## src/rtl/stopwatch_ctrl.sv

```systemverilog
// Stopwatch controller: divider tick extraction, key debounce, start/pause/lap/clear FSM, BCD mm:ss.cc count.
// Optional lap/snapshot feature enabled by defining STOPWATCH_CTRL_LAP_EN.
module stopwatch_ctrl #(
  parameter int unsigned DEBOUNCE_MS = 20,
  parameter int unsigned MAX_MIN     = 59
) (
  input  logic       clk_50MHz,
  input  logic       rst,
  input  logic       clk_1KHz,
  input  logic       clk_100Hz,
  input  logic       key_start_n,
  input  logic       key_lap_n,
  output logic       run,
  output logic       lap_hold,
  output logic [7:0] cs_bcd,
  output logic [7:0] sec_bcd,
  output logic [7:0] min_bcd,
  output logic       overflow
);

  localparam int unsigned DBW         = (DEBOUNCE_MS < 2) ? 1 : $clog2(DEBOUNCE_MS + 1);
  localparam logic [3:0]  MAX_MIN_TEN = 4'(MAX_MIN / 10);
  localparam logic [3:0]  MAX_MIN_ONE = 4'(MAX_MIN % 10);

  typedef struct packed {
    logic [3:0] m1, m0, s1, s0, c1, c0;
  } bcd_t;

`ifdef STOPWATCH_CTRL_LAP_EN
  typedef enum logic [1:0] {S_IDLE, S_RUN, S_PAUSE, S_LAP} state_t;
`else
  typedef enum logic [1:0] {S_IDLE, S_RUN, S_PAUSE} state_t;
`endif

  logic [2:0]          k1_q, h100_q;
  logic [1:0]          ssync_q, lsync_q;
  logic [1:0]          sync_lvl;
  logic [1:0]          stable_q, stable_d;
  logic [1:0][DBW-1:0] dbc_q, dbc_d;
  logic [1:0]          press_q;
  logic                tick_1k, tick_100;
  state_t              state_q, state_d;
  bcd_t                cnt_q, cnt_d, inc, disp_d;
  logic                wrap, ovf_d, start_ev, lap_ev;
`ifdef STOPWATCH_CTRL_LAP_EN
  bcd_t                snap_q, snap_d;
`endif

  assign tick_1k  = k1_q[1] & ~k1_q[2];
  assign tick_100 = h100_q[1] & ~h100_q[2];
  assign sync_lvl = {lsync_q[1], ssync_q[1]};
  assign start_ev = press_q[0];
  assign lap_ev   = press_q[1] & ~press_q[0];

  // Per-key debounce: a new level must persist for DEBOUNCE_MS 1 kHz ticks.
  always_comb begin
    stable_d = stable_q;
    dbc_d    = '0;
    for (int k = 0; k < 2; k++) begin
      if (sync_lvl[k] != stable_q[k]) begin
        dbc_d[k] = dbc_q[k];
        if (tick_1k) begin
          if (dbc_q[k] == DBW'(DEBOUNCE_MS - 1)) begin
            stable_d[k] = sync_lvl[k];
            dbc_d[k]    = '0;
          end else begin
            dbc_d[k] = dbc_q[k] + DBW'(1);
          end
        end
      end
    end
  end

  // Digit-wise BCD increment with wrap after MAX_MIN:59.99.
  always_comb begin
    inc  = cnt_q;
    wrap = 1'b0;
    if (cnt_q.c0 != 4'd9) inc.c0 = cnt_q.c0 + 4'd1;
    else begin
      inc.c0 = 4'd0;
      if (cnt_q.c1 != 4'd9) inc.c1 = cnt_q.c1 + 4'd1;
      else begin
        inc.c1 = 4'd0;
        if (cnt_q.s0 != 4'd9) inc.s0 = cnt_q.s0 + 4'd1;
        else begin
          inc.s0 = 4'd0;
          if (cnt_q.s1 != 4'd5) inc.s1 = cnt_q.s1 + 4'd1;
          else begin
            inc.s1 = 4'd0;
            if (cnt_q.m1 == MAX_MIN_TEN && cnt_q.m0 == MAX_MIN_ONE) begin
              inc.m1 = 4'd0;
              inc.m0 = 4'd0;
              wrap   = 1'b1;
            end else if (cnt_q.m0 != 4'd9) inc.m0 = cnt_q.m0 + 4'd1;
            else begin
              inc.m0 = 4'd0;
              inc.m1 = cnt_q.m1 + 4'd1;
            end
          end
        end
      end
    end
  end

  // Next state, count and display; start wins over a simultaneous lap.
  always_comb begin
    state_d = state_q;
    cnt_d   = cnt_q;
    ovf_d   = overflow;
`ifdef STOPWATCH_CTRL_LAP_EN
    snap_d  = snap_q;
    if ((state_q == S_RUN || state_q == S_LAP) && tick_100) begin
`else
    if (state_q == S_RUN && tick_100) begin
`endif
      cnt_d = inc;
      if (wrap) ovf_d = 1'b1;
    end
    case (state_q)
      S_IDLE:  if (start_ev) state_d = S_RUN;
      S_RUN: begin
        if (start_ev) state_d = S_PAUSE;
`ifdef STOPWATCH_CTRL_LAP_EN
        else if (lap_ev) begin
          state_d = S_LAP;
          snap_d  = cnt_q;
        end
`endif
      end
      S_PAUSE: begin
        if (start_ev) state_d = S_RUN;
        else if (lap_ev) begin
          state_d = S_IDLE;
          cnt_d   = '0;
          ovf_d   = 1'b0;
        end
      end
`ifdef STOPWATCH_CTRL_LAP_EN
      S_LAP: begin
        if (start_ev) state_d = S_PAUSE;
        else if (lap_ev) state_d = S_RUN;
      end
`endif
      default: state_d = S_IDLE;
    endcase
    disp_d = cnt_d;
`ifdef STOPWATCH_CTRL_LAP_EN
    if (state_d == S_LAP) disp_d = snap_d;
`endif
  end

  always_ff @(posedge clk_50MHz) begin
    if (!rst) begin
      k1_q     <= '0;
      h100_q   <= '0;
      ssync_q  <= 2'b11;
      lsync_q  <= 2'b11;
      stable_q <= 2'b11;
      dbc_q    <= '0;
      press_q  <= '0;
      state_q  <= S_IDLE;
      cnt_q    <= '0;
      run      <= 1'b0;
      overflow <= 1'b0;
      cs_bcd   <= '0;
      sec_bcd  <= '0;
      min_bcd  <= '0;
    end else begin
      k1_q     <= {k1_q[1:0], clk_1KHz};
      h100_q   <= {h100_q[1:0], clk_100Hz};
      ssync_q  <= {ssync_q[0], key_start_n};
      lsync_q  <= {lsync_q[0], key_lap_n};
      stable_q <= stable_d;
      dbc_q    <= dbc_d;
      press_q  <= stable_q & ~stable_d;
      state_q  <= state_d;
      cnt_q    <= cnt_d;
`ifdef STOPWATCH_CTRL_LAP_EN
      run      <= (state_d == S_RUN) || (state_d == S_LAP);
`else
      run      <= (state_d == S_RUN);
`endif
      overflow <= ovf_d;
      cs_bcd   <= {disp_d.c1, disp_d.c0};
      sec_bcd  <= {disp_d.s1, disp_d.s0};
      min_bcd  <= {disp_d.m1, disp_d.m0};
    end
  end

`ifdef STOPWATCH_CTRL_LAP_EN
  always_ff @(posedge clk_50MHz) begin
    if (!rst) begin
      snap_q   <= '0;
      lap_hold <= 1'b0;
    end else begin
      snap_q   <= snap_d;
      lap_hold <= (state_d == S_LAP);
    end
  end
`else
  assign lap_hold = 1'b0;
`endif

endmodule
```

## config.mk

```make
export PLATFORM = sky130hd
export DESIGN_NAME = stopwatch_ctrl
export DESIGN_NICKNAME = d
export VERILOG_FILES = /design/src/rtl/stopwatch_ctrl.sv
export SDC_FILE = /design/constraint.sdc
export NUM_CORES = 1
export LEC_CHECK = 0
export BUFFER_PORTS_ARGS = -buffer_cell sky130_fd_sc_hd__buf_4
export CAP_MARGIN = 20
export CORE_ASPECT_RATIO = 1.1
export CORE_UTILIZATION = 59
export CTS_BUF_LIST = sky130_fd_sc_hd__clkbuf_2
export DETAILED_ROUTE_END_ITERATION = 10
export PLACE_DENSITY = 0.82
export SYNTH_ARGS = -nofsm -noshare
export SYNTH_HDL_FRONTEND = slang
export SYNTH_SLANG_ARGS = --single-unit
```

## constraint.sdc

```tcl
create_clock -name clk_50MHz -period 1.8 [get_ports clk_50MHz]
set_input_delay 0.18 -clock clk_50MHz [delete_from_list [all_inputs] [get_ports clk_50MHz]]
set_output_delay 0.18 -clock clk_50MHz [all_outputs]
set_load 0.01 [all_outputs]
```

# After elaboration in Yosys (flattened, before gate mapping)
# Cells that the tools add are included.
[totals]
ff_bits = 76
input_bits = 6
word_cells = 93
out_inout_bits = 27
[op_classes]
n_reduce_logical = 5
n_mux = 38
eq_ne = 14
addsub = 8
bitwise = 8
[ops]
columns = ["op", "n"]
rows = [
  ["24-bit two-way mux", 4],
  ["4-bit by 1-bit adder with 4-bit output (second input constant)", 6],
  ["4-bit two-way mux", 6],
  ["20-bit two-way mux", 1],
  ["1-bit two-way mux", 16],
  ["16-bit two-way mux", 1],
  ["8-bit two-way mux", 2],
  ["4-bit inequality test (second input constant)", 4],
  ["12-bit two-way mux", 1],
  ["5-bit by 1-bit adder with 5-bit output (second input constant)", 2],
  ["5-bit == test (second input constant)", 2],
  ["5-bit two-way mux", 2],
  ["2-bit two-way mux", 4],
  ["2-bit case mux with 3 select lines", 1],
  ["2-bit by 1-bit == test with 1-bit output (second input constant)", 2],
  ["4-bit by 3-bit == test with 1-bit output (second input constant)", 1],
  ["4-bit == test (second input constant)", 1],
  ["4-bit by 3-bit inequality test with 1-bit output (second input constant)", 1],
  ["2-bit AND reduction", 2],
  ["1-bit AND", 3],
  ["1-bit inverter", 3],
  ["2-bit AND", 1],
  ["2-bit == test (second input constant)", 1],
  ["1-bit logical AND", 2],
  ["3 further kinds", 4],
]

# Depth between registers and ports, before layout
# Gate-level depths: netlist of run 1.
[logic_depth]
depth_word = 12
mapped_depth = 6
mapped_depth_nobuf = 6

# Least setup slack after synthesis of run 1
# OpenSTA, ideal clock, no wires.
[synth_path]
kind = "register to register"
startpoint = "register, netlist name min_bcd[0]"
endpoint = "register min_bcd[7]"
setup_time_ns = 0.070
n_path_buf = 0
path_stages_with_launch = 6
arrival_ns = 1.593
required_time_ns = 1.730
setup_slack_ns = 0.137
period_less_slack_ns = 1.663
path_cell_list = "dfxtp_1 -> ha_1 -> and3b_1 -> nand4_2 -> or4b_1 -> a21oi_1"
[synth_lines]
columns = ["element", "line", "source"]
rows = [
  ["end signal, assigned", "186", "min_bcd <= {disp_d.m1, disp_d.m0};"],
  ["end, declared", "17", "output logic [7:0] min_bcd,"],
]

==> run summary, run 1 <==
Max Cap Viol - 0
Max Clk Rate - 594.2 MHz
worst hold path stage count - 1
# port buffers - 31
clock insertion delay at the later pin of the skew report - 0.44 ns
via/cell ratio - 5.507
Synth area leader - dfxtp_1
Pre-antenna DRT Iters - 4
Async SR Flop Fraction - 0%
CTS tree - done
Final Hold Fails - 0
Worst Setup Path Type - register to register
Synth warnings - 0
Die Height - 68.75 um
TritonCTS Buffers - 5
clock buffer depth - 2
DIE AREA - 4309 um^2
Synth top area share - 43.56%
final setup skew - 0.008792 ns
Period Utilization, post-route - 93.50%
Post-synth EDFFs - 0
CTS H-tree lvls - 2
Worst Min Path Start - ssync_q[0]
Setup crit end kind - register
simple-gate share of the synthesized area - 31.47%
Post-Synth XOR/XNOR Area - 4.764%
fillcell total - 295
CP required - 2.20 ns
ratio of cells with drive above 1 in the final layout - 21.50%
r2r setup slk - 0.12 ns
IO Pins - 33
post-synthesis sequential area ratio - 43.56%
Starting Density - 63.39%
R2R Path End - min_bcd[7]
maximum vdd drop - 0.0006763 V
crit path cell chain - and4bb_4 -> nand4_2 -> or4b_1 -> a21oi_1
Antenna Cells - 0
crit path max fanout - 7
cells after synthesis - 259
Hold Path Class - register to register
post-layout util - 75.71%
Num Clock Sinks - 52
clock-pin slew on the worst setup and hold paths - 0.27 ns
width of the die - 62.68 um
final count of pins violating max slew - 0
Area contributors post-synth - dfxtp_1, mux2i_1, nor2_1
largest net degree at the start of global routing - 24
library cells used by synthesis - 47
mean post-synth cell area - 9.227 um^2
run status - complete, no violations
Placed Area - 2725 um^2
via count - 1966
grt ovf - 0
Critical R2R Launch - cs_bcd[2]
WL per Instance - 13.04 um
initial antenna violation count - 0
post-route antenna net violation count - 0
Routability Congestion - 0.8352
ys flop type - dfxtp_1
Final Cell Area - 2854 um^2
row cnt - 23
mapped cell area - 2390 um^2
# nets final - 318
All-Layer GR Usage - 23.51%
RSZ-0062 raised after global routing - no
clk root buf - clkbuf_2
complex-gate fraction of the synthesized area - 9.529%
area grow syn2layout - 19.42%
residual DRC count - 0
core area - 3770 um^2
Period minus WS final - 1.683 ns
Leak Pwr - 1.166 nW
total negative setup slack - 0 ns
first-pass GRT wire length - 7838 um
Critical-path top delay cell - or4b_1
Worst Hold Path EP - ssync_q[1]
Pwr per Cell Area - 603.5 nW/um^2
Worst Max-Slew Pin Slew - 0.5571 ns
cell count after placement - 342
number of global-route vias before repair - 1800
slowest stage delay, CP - 0.54 ns
detailed placement HPWL - 3345 um
final setup vio count - 0
final cell count without fillers - 357
WL final - 4655 um
crit path launch type - register
reg2reg path depth - 4
syn nets - 271
Data arrival, critical path - 2.08 ns
mux contribution to synthesized area - 4.188%
Slew HR - 62.78%
Post-CTS Setup Repair Bufs - 0
main combinational cell family by area after synthesis - simple AND/OR/NAND/NOR gates
initial DRC count - 113
Post-Synth Adder-Cell Area - 3.141%
FF+latch count, synth - 52
==> registers in the layout, summed over array words and instances, names as in the netlist <==
signal,flops
dbc_q,10
cs_bcd,8
min_bcd,8
sec_bcd,8
h100_q,3
k1_q,3
lsync_q,2
press_q,2
ssync_q,2
stable_q,2
state_q,2
overflow,1
run,1
==> synthesized netlist by cell type (2+ instances only) <==
library cell	count
nand4_1	13
nor3_1	2
and3_1	3
and4bb_4	2
nand2b_1	6
mux2i_1	10
o31ai_1	4
nand4b_1	2
or3_1	5
buf_1	2
o21a_1	2
inv_1	5
nor2b_1	13
nand2_1	17
xnor2_1	4
buf_2	4
and2_1	8
a21oi_1	13
nand3_1	7
ha_1	6
a31oi_1	3
dfxtp_1	52
xor2_1	9
and4bb_2	2
nor2_1	22
nor3b_1	4
nand3b_1	5
clkbuf_1	3
o21ai_0	13
==> power by group <==
part / internal (mW) / switching, mW / leakage [nW]
Combinational: 0.0311 / 0.0293 / 0.714
Sequential: 1.17 / 0.00398 / 0.422
Clock: 0.106 / 0.386 / 0.0300
Total: 1.30 / 0.419 / 1.17
==> cell families after synthesis <==
| family | count (synthesis) |
|---|---|
| mux | 10 |
| xor+xnor | 13 |
| buf+inv | 16 |
| flops | 52 |
| fa+ha+maj | 6 |
| other cells | 1 |
| simple gates | 122 |
| compound gates | 39 |
==> per-stage QoR <==
step	worst slack, ns	total power, mW	hold WS, ns
6_report	0.1171	1.722	0.4517
5_1_grt	0.0005629	1.792	0.4122
4_1_cts	0.09193	1.742	0.4399
3_5_place_dp	0.1442	1.238	0.3715
3_3_place_gp	0.1975	1.237	0.3627
2_1_floorplan	0.1369	1.223	0.2530
==> cell usage in the layout, fill, tap and decap left out, drive strengths merged, types with 3 or more instances in the layout <==
cell / instances
nand4: 15
xnor2: 4
nand2b: 6
clkbuf: 5
nor2: 22
nor2b: 13
nand2: 18
and3: 3
xor2: 9
and4bb: 4
nand3b: 5
or3: 5
inv: 7
o31ai: 4
a21oi: 13
dfxtp: 52
buf: 44
dlygate4sd3: 7
nor3b: 5
mux2i: 10
and2: 8
a31oi: 3
ha: 6
nand3: 7
o21ai: 13
==> timing repair <==
action                                  in CTS  in global routing
endpoints found under the setup margin       0                  2
gates resized for setup                      0                  4
hold endpoints to repair                     8                  0
hold buffers                                 7                  0
==> how the worst max path moves through the flow <==
stage | slack, ns | end | from
global route | 0.0006 | min_bcd[7] | min_bcd[1]
global placement | 0.20 | min_bcd[3] | cs_bcd[2]
floorplan | 0.14 | min_bcd[7] | min_bcd[0]
CTS | 0.09 | min_bcd[7] | min_bcd[0]
finish | 0.12 | min_bcd[7] | cs_bcd[2]
detailed placement | 0.14 | min_bcd[7] | min_bcd[0]
==> routing by layer <==
layer | share of wire [%] | track usage (%) | up-vias
li1 | - | - | 1006
met2 | 51 | 43.34 | 45
met3 | 3.9 | 5.921 | 7
met5 | 0 | 0 | -
met4 | 1.5 | 9.012 | 0
met1 | 44 | 26.53 | 908
==> cell type report <==
cell class                      count  area [um^2]  share of cell area [%]
Timing Repair Buffer               51        400.4                   14.03
Multi-Input combinational cell    191         1277                   44.76
Tap cell                           50        62.56                   2.192
Clock inverter                      3        25.02                  0.8768
Sequential cell                    52         1045                   36.61
Inverter                            5        18.77                  0.6576
Clock buffer                        5        25.02                  0.8768
==> worst max-delay path: cells and delay by family (launching register included) <==
kind	cells	cell delay, ns
compound gates	1	0.15
flops	1	0.41
simple gates	3	1.09
(Power assumes the default switching activity.)
==> inputs of run 2 (changes only) <==
--- a/config.mk
+++ b/config.mk
@@ -12,6 +12,7 @@
 export CTS_BUF_LIST = sky130_fd_sc_hd__clkbuf_2
 export DETAILED_ROUTE_END_ITERATION = 10
 export PLACE_DENSITY = 0.82
+export REMOVE_ABC_BUFFERS = 1
 export SYNTH_ARGS = -nofsm -noshare
 export SYNTH_HDL_FRONTEND = slang
 export SYNTH_SLANG_ARGS = --single-unit
==> run summary, run 2 (synthesized netlist as in run 1, its figures left out) <==
largest net degree at the start of global routing - 24
Worst Max-Slew Pin Slew - 0.5931 ns
initial DRC count - 95
Worst Setup Path Type - register to register
Final Hold Fails - 0
most frequent cells in the layout - dfxtp_1, buf_4, nor2_1
Data arrival, critical path - 2.07 ns
run status - complete, no violations
Max Clk Rate - 592.9 MHz
number of global-route vias before repair - 1700
Setup crit end kind - register
Period Utilization, post-route - 93.71%
Antenna Cells - 0
final setup vio count - 0
Num Clock Sinks - 52
crit path launch type - register
maximum vdd drop - 0.0004833 V
clk root buf - clkbuf_2
WL per Instance - 12.68 um
row cnt - 23
grt ovf - 0
Starting Density - 63.39%
commonest non-fill, non-tap cell in the layout - dfxtp_1
final count of pins violating max slew - 0
Hold Path Class - register to register
clock-pin slew on the worst setup and hold paths - 0.24 ns
total negative setup slack - 0 ns
RSZ-0062 raised after global routing - no
DIE AREA - 4309 um^2
All-Layer GR Usage - 22.31%
area occupied by multi-input gates - 1272 um^2
CTS tree - done
Pre-antenna DRT Iters - 4
Period minus WS final - 1.687 ns
hold_ws - 0.4397 ns
Pwr per Cell Area - 634.8 nW/um^2
WL final - 4525 um
number of flip-flops in the largest register - 10
clock buffer depth - 2
TritonCTS Buffers - 5
via/cell ratio - 5.440
clock insertion delay at the later pin of the skew report - 0.43 ns
# nets final - 318
area grow syn2layout - 20.00%
post-route antenna net violation count - 0
ratio of cells with drive above 1 in the final layout - 20.85%
Routability Congestion - 0.8793
# port buffers - 31
Leak Pwr - 1.188 nW
final setup skew - 0.01279 ns
IO Pins - 33
flip-flop and latch area - 1041 um^2
core area - 3770 um^2
Max Cap Viol - 0
residual DRC count - 0
Die Height - 68.75 um
Post-CTS Setup Repair Bufs - 0
width of the die - 62.68 um
initial antenna violation count - 0
CP required - 2.18 ns
Slew HR - 60.38%
CTS H-tree lvls - 2
first-pass GRT wire length - 7521 um
detailed placement HPWL - 3260 um
fillcell total - 284
via count - 1942
crit path max fanout - 5
largest reg by FF count - dbc_q
==> run 2: critical path, cell delays in order (launching register included) <==
cell	delay, ns
dfxtp_1	0.41
inv_1	0.08
ha_1	0.13
and3b_1	0.20
nand4_2	0.14
or4b_1	0.52
a21oi_1	0.15
==> run 2: what timing repair did <==
action | in CTS | in global routing
hold endpoints to repair | 5 | 0
hold buffers | 5 | 0
resized for setup | 0 | 0
==> run 2: stage by stage <==
step	utilization [%]	power, mW	instance area, um^2	std cells	setup WS [ns]
final	76.07	1.820	2868	357	0.1133
after detailed placement	73.02	1.242	2753	344	0.1853
after CTS	76.07	1.836	2868	357	0.1348
after global routing	76.07	1.892	2868	357	0.03361
after global placement	73.02	1.241	2753	344	0.2016
after floorplan	-	1.214	2332	248	0.1146
==> run 2: where the power goes <==
| part | switching [mW] | total, mW | internal, mW |
|---|---|---|---|
| registers | 0.00386 | 1.17 | 1.16 |
| logic | 0.0298 | 0.0608 | 0.0311 |
| clock network | 0.353 | 0.591 | 0.239 |
==> run 2: routing by layer <==
layer,global-route usage (%),vias up,share of wire [%]
li1,-,1008,-
met1,27.53,893,48
met2,37.36,36,47
met3,6.086,5,4.1
met4,9.012,0,1.2
met5,0,-,0
==> run 2: cell type report <==
cell class | instances | area share, %
well taps | 50 | 2.182
repair buffers | 51 | 14.22
clock inverters | 2 | 1.222
clock buffers | 6 | 1.047
flip-flops and latches | 52 | 36.30
inverters | 5 | 0.6545
multi-input cells | 191 | 44.37
==> run 2: path summary, 6_finish.rpt <==
kind,from,cells after the start,slack (ns),end
worst max register to register,min_bcd[1],6,0.11,min_bcd[7]
worst min-delay path,lsync_q[0],1,0.44,lsync_q[1]
worst max-delay path,min_bcd[1],6,0.11,min_bcd[7]
worst min register to register,lsync_q[0],1,0.44,lsync_q[1]
